<file path="config.mk">
export PLATFORM = sky130hd
export DESIGN_NAME = df_tile_ptr_gen
export DESIGN_NICKNAME = d
export VERILOG_FILES = /design/src/rtl/df_ctrl_pkg.sv /design/src/rtl/df_tile_ptr_gen_loop.sv /design/src/rtl/df_tile_ptr_gen.sv
export SDC_FILE = /design/constraint.sdc
export NUM_CORES = 2
export LEC_CHECK = 0
export CORE_MARGIN = 4
export CORE_UTILIZATION = 23
export CTS_CLUSTER_SIZE = 30
export DETAILED_ROUTE_END_ITERATION = 8
export PLACE_DENSITY = 0.45
export REMOVE_ABC_BUFFERS = 1
export SETUP_SLACK_MARGIN = 0.02
export SKIP_LAST_GASP = 1
export SYNTH_ARGS = -nofsm -noshare
export SYNTH_HDL_FRONTEND = slang
export SYNTH_HIERARCHICAL = 1
export SYNTH_SLANG_ARGS = --single-unit
export TNS_END_PERCENT = 100
</file>
<file path="constraint.sdc">
create_clock -name i_clk -period 7.4 [get_ports i_clk]
set_input_delay 1.48 -clock i_clk [delete_from_list [all_inputs] [get_ports i_clk]]
set_output_delay 1.48 -clock i_clk [all_outputs]
set_load 0.05 [all_outputs]
</file>
<file path="src/rtl/df_ctrl_pkg.sv">
// Shared dataflow-control types for the tile pointer generator.
// Holds the TilePointers half of the DMA parameter set (inclusive loop limits plus
// per-level offset steps for each stream), the sequencer state type and the offset bundle.
package df_ctrl_pkg;

  localparam int unsigned TILE_CNT_W  = 12;
  localparam int unsigned TILE_STEP_W = 24;
  localparam int unsigned TILE_ADDR_W = 32;

  typedef struct packed {
    logic [TILE_STEP_W-1:0] x_step;
    logic [TILE_STEP_W-1:0] y_step;
    logic [TILE_STEP_W-1:0] k_step;
  } PsumsSteps;

  typedef struct packed {
    logic [TILE_STEP_W-1:0] x_step;
    logic [TILE_STEP_W-1:0] y_step;
    logic [TILE_STEP_W-1:0] c_step;
  } IfmapsSteps;

  typedef struct packed {
    logic [TILE_STEP_W-1:0] k_step;
    logic [TILE_STEP_W-1:0] c_step;
  } WeightsSteps;

  // Limits are inclusive last indices: lim=0 means one tile in that dimension.
  typedef struct packed {
    logic [TILE_CNT_W-1:0] x_lim;
    logic [TILE_CNT_W-1:0] y_lim;
    logic [TILE_CNT_W-1:0] c_lim;
    logic [TILE_CNT_W-1:0] k_lim;
    PsumsSteps             psums;
    IfmapsSteps            ifmaps;
    WeightsSteps           weights;
  } TilePointers;

  typedef enum logic [1:0] {
    TPG_IDLE = 2'd0,
    TPG_RUN  = 2'd1,
    TPG_DONE = 2'd2
  } TilePtrState;

  typedef struct packed {
    logic [TILE_ADDR_W-1:0] psums;
    logic [TILE_ADDR_W-1:0] ifmaps;
    logic [TILE_ADDR_W-1:0] weights;
    logic                   first_c;
    logic                   last_c;
    logic                   last_tile;
  } TileOffsets;

endpackage

</file>
<file path="src/rtl/df_tile_ptr_gen_loop.sv">
// One level of the tile loop nest.
// Ports: i_clk/i_rstn clock and async active-low reset; i_clr synchronous zero;
// i_inc advance request; i_lim inclusive last index; o_idx current index;
// o_wrap index sits at its limit; o_carry advance that wraps (feeds the next outer level).
module df_loop_level
  import df_ctrl_pkg::*;
(
  input  logic                  i_clk,
  input  logic                  i_rstn,
  input  logic                  i_clr,
  input  logic                  i_inc,
  input  logic [TILE_CNT_W-1:0] i_lim,
  output logic [TILE_CNT_W-1:0] o_idx,
  output logic                  o_wrap,
  output logic                  o_carry
);

  logic [TILE_CNT_W-1:0] r_idx;

  assign o_idx   = r_idx;
  assign o_wrap  = (r_idx == i_lim);
  assign o_carry = i_inc & o_wrap;

  always_ff @(posedge i_clk or negedge i_rstn) begin
    if (!i_rstn) begin
      r_idx <= '0;
    end else if (i_clr) begin
      r_idx <= '0;
    end else if (i_inc) begin
      r_idx <= o_wrap ? '0 : r_idx + TILE_CNT_W'(1);
    end
  end

endmodule

</file>
<file path="src/rtl/df_tile_ptr_gen.sv">
// Tile pointer sequencer: walks x (inner), y, c, k (outer) and streams one
// {psums, ifmaps, weights} offset triplet per tile over valid/ready.
// Ports: i_clk/i_rstn clock and async active-low reset; i_start run request (IDLE only);
// i_clear synchronous abort; i_tile loop limits and steps (latched on start);
// o_busy RUN or DONE; o_done one-cycle completion pulse; o_tile_valid/i_tile_ready stream
// handshake; o_*_off offsets; o_first_c/o_last_c/o_last_tile position flags.
module df_tile_ptr_gen
  import df_ctrl_pkg::*;
#(
  parameter int unsigned ADDR_W = 32
) (
  input  logic              i_clk,
  input  logic              i_rstn,
  input  logic              i_start,
  input  logic              i_clear,
  input  TilePointers       i_tile,
  output logic              o_busy,
  output logic              o_done,
  output logic              o_tile_valid,
  input  logic              i_tile_ready,
  output logic [ADDR_W-1:0] o_psums_off,
  output logic [ADDR_W-1:0] o_ifmaps_off,
  output logic [ADDR_W-1:0] o_weights_off,
  output logic              o_first_c,
  output logic              o_last_c,
  output logic              o_last_tile
);

  localparam int unsigned NumCh = 3;  // 0 psums, 1 ifmaps, 2 weights

  TilePtrState r_state;
  TilePointers r_tile;
  logic        r_valid, r_busy, r_done;

  logic w_load, w_hs;
  logic [TILE_CNT_W-1:0] w_x_idx, w_y_idx, w_c_idx, w_k_idx;
  logic w_x_wrap, w_y_wrap, w_c_wrap, w_k_wrap;
  logic w_x_cy, w_y_cy, w_c_cy, w_k_cy;
  logic w_last_tile;
  logic w_unused_idx;

  // Counters and accumulators restart on an accepted start or any clear.
  assign w_load      = ((r_state == TPG_IDLE) & i_start) | i_clear;
  // A handshake coinciding with i_clear is not counted.
  assign w_hs        = r_valid & i_tile_ready & ~i_clear;
  assign w_last_tile = w_x_wrap & w_y_wrap & w_c_wrap & w_k_wrap;
  assign w_unused_idx = ^{w_x_idx, w_y_idx, w_k_idx};

  df_loop_level u_lvl_x (
    .i_clk(i_clk), .i_rstn(i_rstn), .i_clr(w_load), .i_inc(w_hs), .i_lim(r_tile.x_lim),
    .o_idx(w_x_idx), .o_wrap(w_x_wrap), .o_carry(w_x_cy)
  );
  df_loop_level u_lvl_y (
    .i_clk(i_clk), .i_rstn(i_rstn), .i_clr(w_load), .i_inc(w_x_cy), .i_lim(r_tile.y_lim),
    .o_idx(w_y_idx), .o_wrap(w_y_wrap), .o_carry(w_y_cy)
  );
  df_loop_level u_lvl_c (
    .i_clk(i_clk), .i_rstn(i_rstn), .i_clr(w_load), .i_inc(w_y_cy), .i_lim(r_tile.c_lim),
    .o_idx(w_c_idx), .o_wrap(w_c_wrap), .o_carry(w_c_cy)
  );
  df_loop_level u_lvl_k (
    .i_clk(i_clk), .i_rstn(i_rstn), .i_clr(w_load), .i_inc(w_c_cy), .i_lim(r_tile.k_lim),
    .o_idx(w_k_idx), .o_wrap(w_k_wrap), .o_carry(w_k_cy)
  );

  // Sequencer FSM; w_k_cy is the handshake of the final tile.
  always_ff @(posedge i_clk or negedge i_rstn) begin
    if (!i_rstn) begin
      r_state <= TPG_IDLE;
      r_tile  <= '0;
      r_valid <= 1'b0;
      r_busy  <= 1'b0;
      r_done  <= 1'b0;
    end else if (i_clear) begin
      r_state <= TPG_IDLE;
      r_valid <= 1'b0;
      r_busy  <= 1'b0;
      r_done  <= 1'b0;
    end else begin
      unique case (r_state)
        TPG_IDLE: begin
          r_done <= 1'b0;
          if (i_start) begin
            r_tile  <= i_tile;
            r_state <= TPG_RUN;
            r_valid <= 1'b1;
            r_busy  <= 1'b1;
          end
        end
        TPG_RUN: begin
          if (w_k_cy) begin
            r_state <= TPG_DONE;
            r_valid <= 1'b0;
            r_done  <= 1'b1;
          end
        end
        TPG_DONE: begin
          r_state <= TPG_IDLE;
          r_busy  <= 1'b0;
          r_done  <= 1'b0;
        end
        default: r_state <= TPG_IDLE;
      endcase
    end
  end

  // Per-stream step for each loop level [ch][x,y,c,k]; unused levels contribute 0.
  logic [ADDR_W-1:0] w_step [NumCh][4];
  always_comb begin
    w_step       = '{default: '0};
    w_step[0][0] = ADDR_W'(r_tile.psums.x_step);
    w_step[0][1] = ADDR_W'(r_tile.psums.y_step);
    w_step[0][3] = ADDR_W'(r_tile.psums.k_step);
    w_step[1][0] = ADDR_W'(r_tile.ifmaps.x_step);
    w_step[1][1] = ADDR_W'(r_tile.ifmaps.y_step);
    w_step[1][2] = ADDR_W'(r_tile.ifmaps.c_step);
    w_step[2][2] = ADDR_W'(r_tile.weights.c_step);
    w_step[2][3] = ADDR_W'(r_tile.weights.k_step);
  end

  // Offset accumulators. Each base holds the offset at index 0 of every inner level, so a
  // wrap reloads from the outer base plus that level's step instead of multiplying.
  logic [ADDR_W-1:0] r_off [NumCh];
  logic [ADDR_W-1:0] r_base_y [NumCh];
  logic [ADDR_W-1:0] r_base_c [NumCh];
  logic [ADDR_W-1:0] r_base_k [NumCh];

  always_ff @(posedge i_clk or negedge i_rstn) begin
    if (!i_rstn) begin
      for (int ch = 0; ch < NumCh; ch++) begin
        r_off[ch]    <= '0;
        r_base_y[ch] <= '0;
        r_base_c[ch] <= '0;
        r_base_k[ch] <= '0;
      end
    end else if (w_load) begin
      for (int ch = 0; ch < NumCh; ch++) begin
        r_off[ch]    <= '0;
        r_base_y[ch] <= '0;
        r_base_c[ch] <= '0;
        r_base_k[ch] <= '0;
      end
    end else if (w_hs && !w_last_tile) begin
      for (int ch = 0; ch < NumCh; ch++) begin
        if (w_c_cy) begin
          r_off[ch]    <= r_base_k[ch] + w_step[ch][3];
          r_base_k[ch] <= r_base_k[ch] + w_step[ch][3];
          r_base_c[ch] <= r_base_k[ch] + w_step[ch][3];
          r_base_y[ch] <= r_base_k[ch] + w_step[ch][3];
        end else if (w_y_cy) begin
          r_off[ch]    <= r_base_c[ch] + w_step[ch][2];
          r_base_c[ch] <= r_base_c[ch] + w_step[ch][2];
          r_base_y[ch] <= r_base_c[ch] + w_step[ch][2];
        end else if (w_x_cy) begin
          r_off[ch]    <= r_base_y[ch] + w_step[ch][1];
          r_base_y[ch] <= r_base_y[ch] + w_step[ch][1];
        end else begin
          r_off[ch] <= r_off[ch] + w_step[ch][0];
        end
      end
    end
  end

  // Offsets and flags read as zero whenever no tile is presented.
  assign o_busy        = r_busy;
  assign o_done        = r_done;
  assign o_tile_valid  = r_valid;
  assign o_psums_off   = r_valid ? r_off[0] : '0;
  assign o_ifmaps_off  = r_valid ? r_off[1] : '0;
  assign o_weights_off = r_valid ? r_off[2] : '0;
  assign o_first_c     = r_valid & (w_c_idx == '0);
  assign o_last_c      = r_valid & w_c_wrap;
  assign o_last_tile   = r_valid & w_last_tile;

endmodule

</file>
## After elaboration in Yosys (flattened, before gate mapping)

Index checks and enable logic that the tools add are counted.

| storage, ports and cells | value |
|---|---|
| flip-flop bits (word level) | 677 |
| bits in latches | 0 |
| bits in writable memories | 0 |
| bits in read-only memories | 0 |
| input port bits | 245 |
| memories kept | 0 |

| operators by class | value |
|---|---|
| add/sub/neg operators | 12 |
| multipliers | 0 |
| div/mod/pow operators | 0 |
| $lt $le $gt $ge | 0 |
| equality and inequality tests | 8 |
| shift operators | 0 |
| muxes and demuxes | 57 |
| bitwise logic cells | 15 |
| reduce and logical (&&, ||, !) cells | 23 |

Operators with widths:

| kind | number |
|---|---|
| 32-bit 2-to-1 mux | 24 |
| 96-bit 2-to-1 mux | 8 |
| 32-bit by 24-bit adder with 32-bit output | 8 |
| 12-bit 2-to-1 mux | 12 |
| 12-bit by 1-bit adder with 12-bit output, second input constant | 4 |
| 12-bit equality test | 4 |
| 1-bit bitwise AND | 13 |
| 12-bit zero test | 1 |
| 2-bit AND reduction | 6 |
| 3-bit nonzero test | 4 |
| 2-bit nonzero test | 5 |
| 1-bit 2-to-1 mux | 6 |
| 2-bit 2-to-1 mux | 3 |
| 1-bit case mux with 2 select lines | 3 |
| 3-bit AND reduction | 2 |
| 2-bit case mux with 2 select lines | 1 |
| 4-bit nonzero test | 1 |
| 3-bit by 2-bit inequality test with 1-bit output, second input constant | 1 |
| 3-bit inequality test, second input constant | 1 |
| 2-bit by 1-bit equality test with 1-bit output, second input constant | 1 |
| 2-bit equality test, second input constant | 1 |
| 2-bit zero test | 1 |
| 2-bit OR reduction | 1 |
| 1-bit logical AND | 1 |
| other kinds (3) | 3 |

## Logic depth before layout (Yosys ltp)

| logic depth | value |
|---|---|
| depth after elaboration | 9 |
| depth in mapped cells | 22 |

## By module

Netlist, hierarchy kept.

By module, submodules not included:

| module | times used | cells an instance | area an instance (µm²) | sequential area each (µm²) |
|---|---|---|---|---|
| df_tile_ptr_gen | 1 | 3667 | 34050.2 | 13337.8 |
| df_loop_level | 4 | 99 | 844.6 | 300.3 |

## Least setup slack after synthesis

Ideal clock, no wire load.

| timing path | value |
|---|---|
| path type | input to register |
| from | input i_clear |
| to | register r_off[2] (netlist bit) |
| arrival time | 5.539 ns |
| data required time | 7.245 ns |
| path slack | 1.706 ns |
| cell stages on the path | 21 |
| path buffers | 9 |
| cell sequence | clkbuf_1 > nor3b_1 > clkbuf_1 > inv_1 > clkbuf_1 > nor2_1 > clkbuf_1 > inv_1 > clkbuf_1 > nor2_1 > clkbuf_1 > inv_1 > clkbuf_1 > nor2_1 > inv_1 > a21oi_1 > clkbuf_1 > clkbuf_1 > o211ai_1 > o21ai_0 > nor2_1 |

| on the way | value |
|---|---|
| word-level cells in the longest chain between the ends | 8 |
| elaborated cells on any way between the ends | 14 |
| those cells by class | 4 x mux; 6 x bitwise; 4 x reduce/logical |

Ends and longest elaborated chain:

| element | RTL line | text |
|---|---|---|
| from (decl) | df_tile_ptr_gen.sv:15 | `input logic i_clear,` |
| 1-bit inverter (no source line) * | - |  |
| 1-bit bitwise AND * | df_tile_ptr_gen.sv:45 | `assign w_hs = r_valid & i_tile_ready & ~i_clear;` |
| net w_hs | df_tile_ptr_gen.sv:35 | `logic w_load, w_hs;` |
| 1-bit bitwise AND * | df_tile_ptr_gen_loop.sv:22 | `assign o_carry = i_inc & o_wrap;` |
| net w_x_cy | df_tile_ptr_gen.sv:38 | `logic w_x_cy, w_y_cy, w_c_cy, w_k_cy;` |
| 1-bit bitwise AND * | df_tile_ptr_gen_loop.sv:22 |  |
| net w_y_cy | df_tile_ptr_gen.sv:38 |  |
| 1-bit bitwise AND * | df_tile_ptr_gen_loop.sv:22 |  |
| net w_c_cy | df_tile_ptr_gen.sv:38 |  |
| 32-bit 2-to-1 mux | df_tile_ptr_gen.sv:145 | `if (w_c_cy) begin` |
| 96-bit 2-to-1 mux | df_tile_ptr_gen.sv:143 | `end else if (w_hs && !w_last_tile) begin` |
| 96-bit 2-to-1 mux | df_tile_ptr_gen.sv:136 | `end else if (w_load) begin` |
| to (signal, indexed assignment) | df_tile_ptr_gen.sv:146 | `r_off[ch] <= r_base_k[ch] + w_step[ch][3];` |
| to (signal, indexed assignment) | df_tile_ptr_gen.sv:151 | `r_off[ch] <= r_base_c[ch] + w_step[ch][2];` |
| to (signal, indexed assignment) | df_tile_ptr_gen.sv:155 | `r_off[ch] <= r_base_y[ch] + w_step[ch][1];` |
| to (decl) | df_tile_ptr_gen.sv:123 | `logic [ADDR_W-1:0] r_off [NumCh];` |

Mark *: on every way through the listed nets, which the timed path passes. The rest lies on a longest branch. The select of a mux whose other input is x is not followed.
A chain may end at the register's enable or synchronous reset.

## Worst setup path after layout

| timing path | value |
|---|---|
| from | input i_clear |
| to | register r_base_y[25] (netlist bit) |

| on the way | value |
|---|---|
| word-level cells in the longest chain between the ends | 8 |
| elaborated cells on any way between the ends | 13 |
| those cells by class | 3 x mux; 6 x bitwise; 4 x reduce/logical |

Ends and longest elaborated chain:

| element | RTL line | text |
|---|---|---|
| 1-bit inverter (no source line) * | - |  |
| 1-bit bitwise AND * | df_tile_ptr_gen.sv:45 |  |
| net w_hs | df_tile_ptr_gen.sv:35 |  |
| 1-bit bitwise AND * | df_tile_ptr_gen_loop.sv:22 |  |
| net w_x_cy | df_tile_ptr_gen.sv:38 |  |
| 1-bit bitwise AND * | df_tile_ptr_gen_loop.sv:22 |  |
| net w_y_cy | df_tile_ptr_gen.sv:38 |  |
| 1-bit bitwise AND * | df_tile_ptr_gen_loop.sv:22 |  |
| net w_c_cy | df_tile_ptr_gen.sv:38 |  |
| 32-bit 2-to-1 mux | df_tile_ptr_gen.sv:145 |  |
| 96-bit 2-to-1 mux | df_tile_ptr_gen.sv:143 |  |
| 96-bit 2-to-1 mux | df_tile_ptr_gen.sv:136 |  |
| to (signal, indexed assignment) | df_tile_ptr_gen.sv:149 | `r_base_y[ch] <= r_base_k[ch] + w_step[ch][3];` |
| to (signal, indexed assignment) | df_tile_ptr_gen.sv:153 | `r_base_y[ch] <= r_base_c[ch] + w_step[ch][2];` |
| to (signal, indexed assignment) | df_tile_ptr_gen.sv:156 | `r_base_y[ch] <= r_base_y[ch] + w_step[ch][1];` |
| to (decl) | df_tile_ptr_gen.sv:124 | `logic [ADDR_W-1:0] r_base_y [NumCh];` |

Marks and branches as above.

==> results.txt <==
----------------------------------------------------
[Status]
  Result of the run ... finished clean

[Clock network]
  Post-CTS resize count ... 0
  Count of buffers added by post-CTS timing repair for setup ... 0
  TritonCTS clock tree ... built
  Cts hold-fix bufs ... 0
  H-tree depth reported by CTS ... 3
  Clock Tree Root ... sky130_fd_sc_hd__clkbuf_16
  CTS Buffer Depth ... 3
  Clock insertion delay at the later pin of the skew report ... 0.68 ns
  Number of buffers added by the clock tree synthesis step ... 82
  Sink Count ... 581
  CTS clk-pin slew, worst paths ... 0.06 ns

[Synth]
  Share of the yosys chip area belonging to registers ... 0.388
  Share of synthesized registers carrying an async set or reset ... 1.00
  FF+latch count, synth ... 581
  Unique masters post-synth ... 93
  Syn. warnings ... 6
  Syn_area_per_cell ... 9.21 um2
  Count of flip-flops with a built-in enable after synthesis ... 0
  Top flip-flop cell by instance count after synthesis ... sky130_fd_sc_hd__dfrtp_1
  Post-synthesis instance area ... 37400 um2
  Instance count of the mapped netlist ... 4063

[Floorplanning]
  Die height ... 411 um
  Count of boundary I/O pins ... 347
  Die area ... 169000 um2
  Standard-cell row count ... 147
  Overall die width ... 411 um
  Initial core utilization ... 0.232
  Core area ... 161000 um2

[Cells and area]
  Fill cell total of the finished layout ... 17200
  Fraction of final layout cells sized beyond drive strength 1 ... 0.115
  Area added between synthesis and finish ... 23.4%
  Layout Utilization ... 0.287
  Most frequent standard cell in the layout excluding fill and tap cells ... sky130_fd_sc_hd__dfrtp_1
  Top library cells by usage in the layout, fill and taps aside ... sky130_fd_sc_hd__dfrtp_1, sky130_fd_sc_hd__nand2_1, sky130_fd_sc_hd__clkdlybuf4s50_1, sky130_fd_sc_hd__a21oi_1, sky130_fd_sc_hd__o21ai_0
  Net count, final ... 4792

[Global routing]
  Pin count of the biggest net entering global routing ... 145
  Total overflow reported by the global router ... 0
  Global-route wire length before repair ... 214000 um
  Global router's overall resource usage ... 0.166
  Number of global-route vias before repair ... 31800
  Initial antenna violation count ... 4

[STA]
  Transition at the pin with the smallest max-transition slack ... 1.29 ns
  Period utilisation layout ... 0.898
  Worst slack on hold paths ... 0.485 ns
  Final-report setup violation count ... 0
  Smallest setup slack after layout ... 0.755 ns
  Clock Skew ... 0.0240 ns
  Highest attainable clock frequency ... 150 MHz
  Max-Slew Margin vs Limit ... 0.136
  RSZ-0062 raised after global routing ... no
  Final count of hold timing violations ... 0
  Max-slew violation count ... 0
  Setup tns final ... 0 ns
  Min Tclk post-route ... 6.64 ns

[Routing]
  Detailed-route vias per instance ... 4.89
  Post-route DRC ... 0
  Iteration-0 DRC Markers ... 2281
  Average detailed-routed wire length per instance ... 21.9 um
  Detail Route Antenna Nets ... 0
  Drt first pass iters ... 5
  Total via count after detailed routing ... 32100
  Total detailed-routing wirelength ... 144000 um

[Power and ir drop]
  IR drop worst, VDD ... 0.164 mV
  Leak pwr ... 19.7 nW
  Pwr/cell area ... 209 nW/um2
  Overall power after layout ... 0.00966 W

[Worst setup path]
  Type of the worst setup path ... input port to flip-flop
  Largest driver fanout on the critical path ... 28
  Arr. time, crit path ... 7.25 ns
  Startpoint of the lowest-slack register-to-register path ... o_tile_valid$_DFFE_PN0P_
  Slowest stage delay, CP ... 1.31 ns
  Category of the worst setup path launch point ... input port
  Logic depth of the worst register-to-register path ... 15
  Element type at the critical path end ... flip-flop
  List of cells traversed by the critical path ... clkdlybuf4s50_1 -> nor3b_1 -> inv_1 -> nor2_4 -> inv_1 -> nor2_4 -> inv_1 -> nor2_4 -> inv_1 -> nand3_1 -> nor2_4 -> nor2_1 -> buf_4 -> a221oi_1 -> a21o_1
  Worst-case register-to-register setup slack ... 1.24 ns
  Data required time at the worst endpoint ... 8.00 ns
  Critical register-to-register path endpoint ... r_base_y[25]$_DFFE_PN0P_
  Crit path max-delay cell type ... sky130_fd_sc_hd__nor2_4

[Placed design]
  Worst setup slack before clock tree synthesis ... 0.0116 ns
  Detailed Place HPWL ... 105000 um
  Placer congestion estimate ... 0.889
  Input/output buffers ... 346

[Job]
  Max-cap violations ... 0

[Worst hold path]
  Min-Delay Path Depth ... 2
  Worst Hold Endpoint ... r_base_c[54]$_DFFE_PN0P_
  Worst hold path startpoint ... r_base_c[54]$_DFFE_PN0P_
  Kind of path behind the tightest hold check ... flip-flop to flip-flop

----------------------------------------------------
-- final cells by class --
cell class	count	area [um2]	share of cell area
Tap cell	2160	2700	0.0585
Sequential cell	581	14500	0.315
Clock inverter	46	524	0.0113
Timing Repair Buffer	397	3910	0.0847
Antenna cell	3	7.51	0.000162
Clock buffer	103	2310	0.0501
Inverter	94	355	0.00769
Multi-Input combinational cell	3187	21800	0.473
-- layer usage --
| layer | track usage | wire, um | vias to the layer above |
|---|---|---|---|
| met5 | 0 | 0 | - |
| met4 | 0.0472 | 3960 | 0 |
| met3 | 0.0232 | 6640 | 174 |
| met2 | 0.259 | 63800 | 793 |
| met1 | 0.238 | 69400 | 15900 |
| li1 | - | - | 15300 |
-- critical path, delay by kind of cell --
kind,cells,cell delay [ns]
compound gates,2,0.35
buf+inv,6,2.61
simple gates,7,2.78
-- Yosys cell counts (all sizes together) (64+ instances only) --
master | number | area [um2]
dfrtp | 581 | 14500
nor2 | 245 | 920
nand3 | 121 | 646
and2 | 112 | 701
mux2 | 239 | 2690
xor2 | 120 | 1050
clkbuf | 164 | 616
inv | 94 | 353
o21ai | 288 | 1440
xnor2 | 140 | 1230
o211ai | 64 | 485
nor3 | 79 | 405
nand2 | 498 | 1870
a21oi | 289 | 1460
ha | 196 | 2450
a21o | 99 | 743
-- how the worst max path moves through the flow --
stage / slack [ns] / endpoint / cells past startpoint / start
floorplan: -12.49 / r_off[28]$_DFFE_PN0P_ / 15 / o_tile_valid$_DFFE_PN0P_
global placement: 0.20 / r_off[46]$_DFFE_PN0P_ / 14 / i_clear
detailed placement: 0.01 / r_off[77]$_DFFE_PN0P_ / 15 / i_clear
CTS: 0.77 / r_off[77]$_DFFE_PN0P_ / 15 / i_clear
finish: 0.76 / r_base_y[25]$_DFFE_PN0P_ / 15 / i_clear
global route: 0.39 / r_base_y[25]$_DFFE_PN0P_ / 15 / i_clear
-- per-stage QoR --
stage          instances  instance area, um2
2_1_floorplan       3862               36600
3_3_place_gp        6419               43400
3_5_place_dp        6419               43400
4_1_cts             6568               46200
5_1_grt             6569               46200
6_report            6571               46200
-- registers in the layout (all words and copies together) (netlist names) --
name / count
r_tile: 240
r_base_y: 96
r_off: 96
r_base_c: 64
r_base_k: 32
u_lvl_c/o_idx: 12
u_lvl_k/o_idx: 12
u_lvl_x/o_idx: 12
u_lvl_y/o_idx: 12
r_state: 2
o_busy: 1
o_done: 1
o_tile_valid: 1
-- where the power goes --
part	internal (W)	switching, W
clock	0.00256	0.00166
sequential	0.00344	0.000280
combinational	0.000758	0.000956
-- cells by family (layout without fill, tap and decap cells) --
group,count (synthesis),in the layout,synth area share
mux,298,298,0.0877
other cells,0,3,0
compound gates,1126,1126,0.197
buf+inv,295,640,0.0308
simple gates,1299,1299,0.166
fa+ha+maj,204,204,0.0698
xor+xnor,260,260,0.0608
flops,581,581,0.388
No activity file was read; power rests on OpenSTA's default activity.
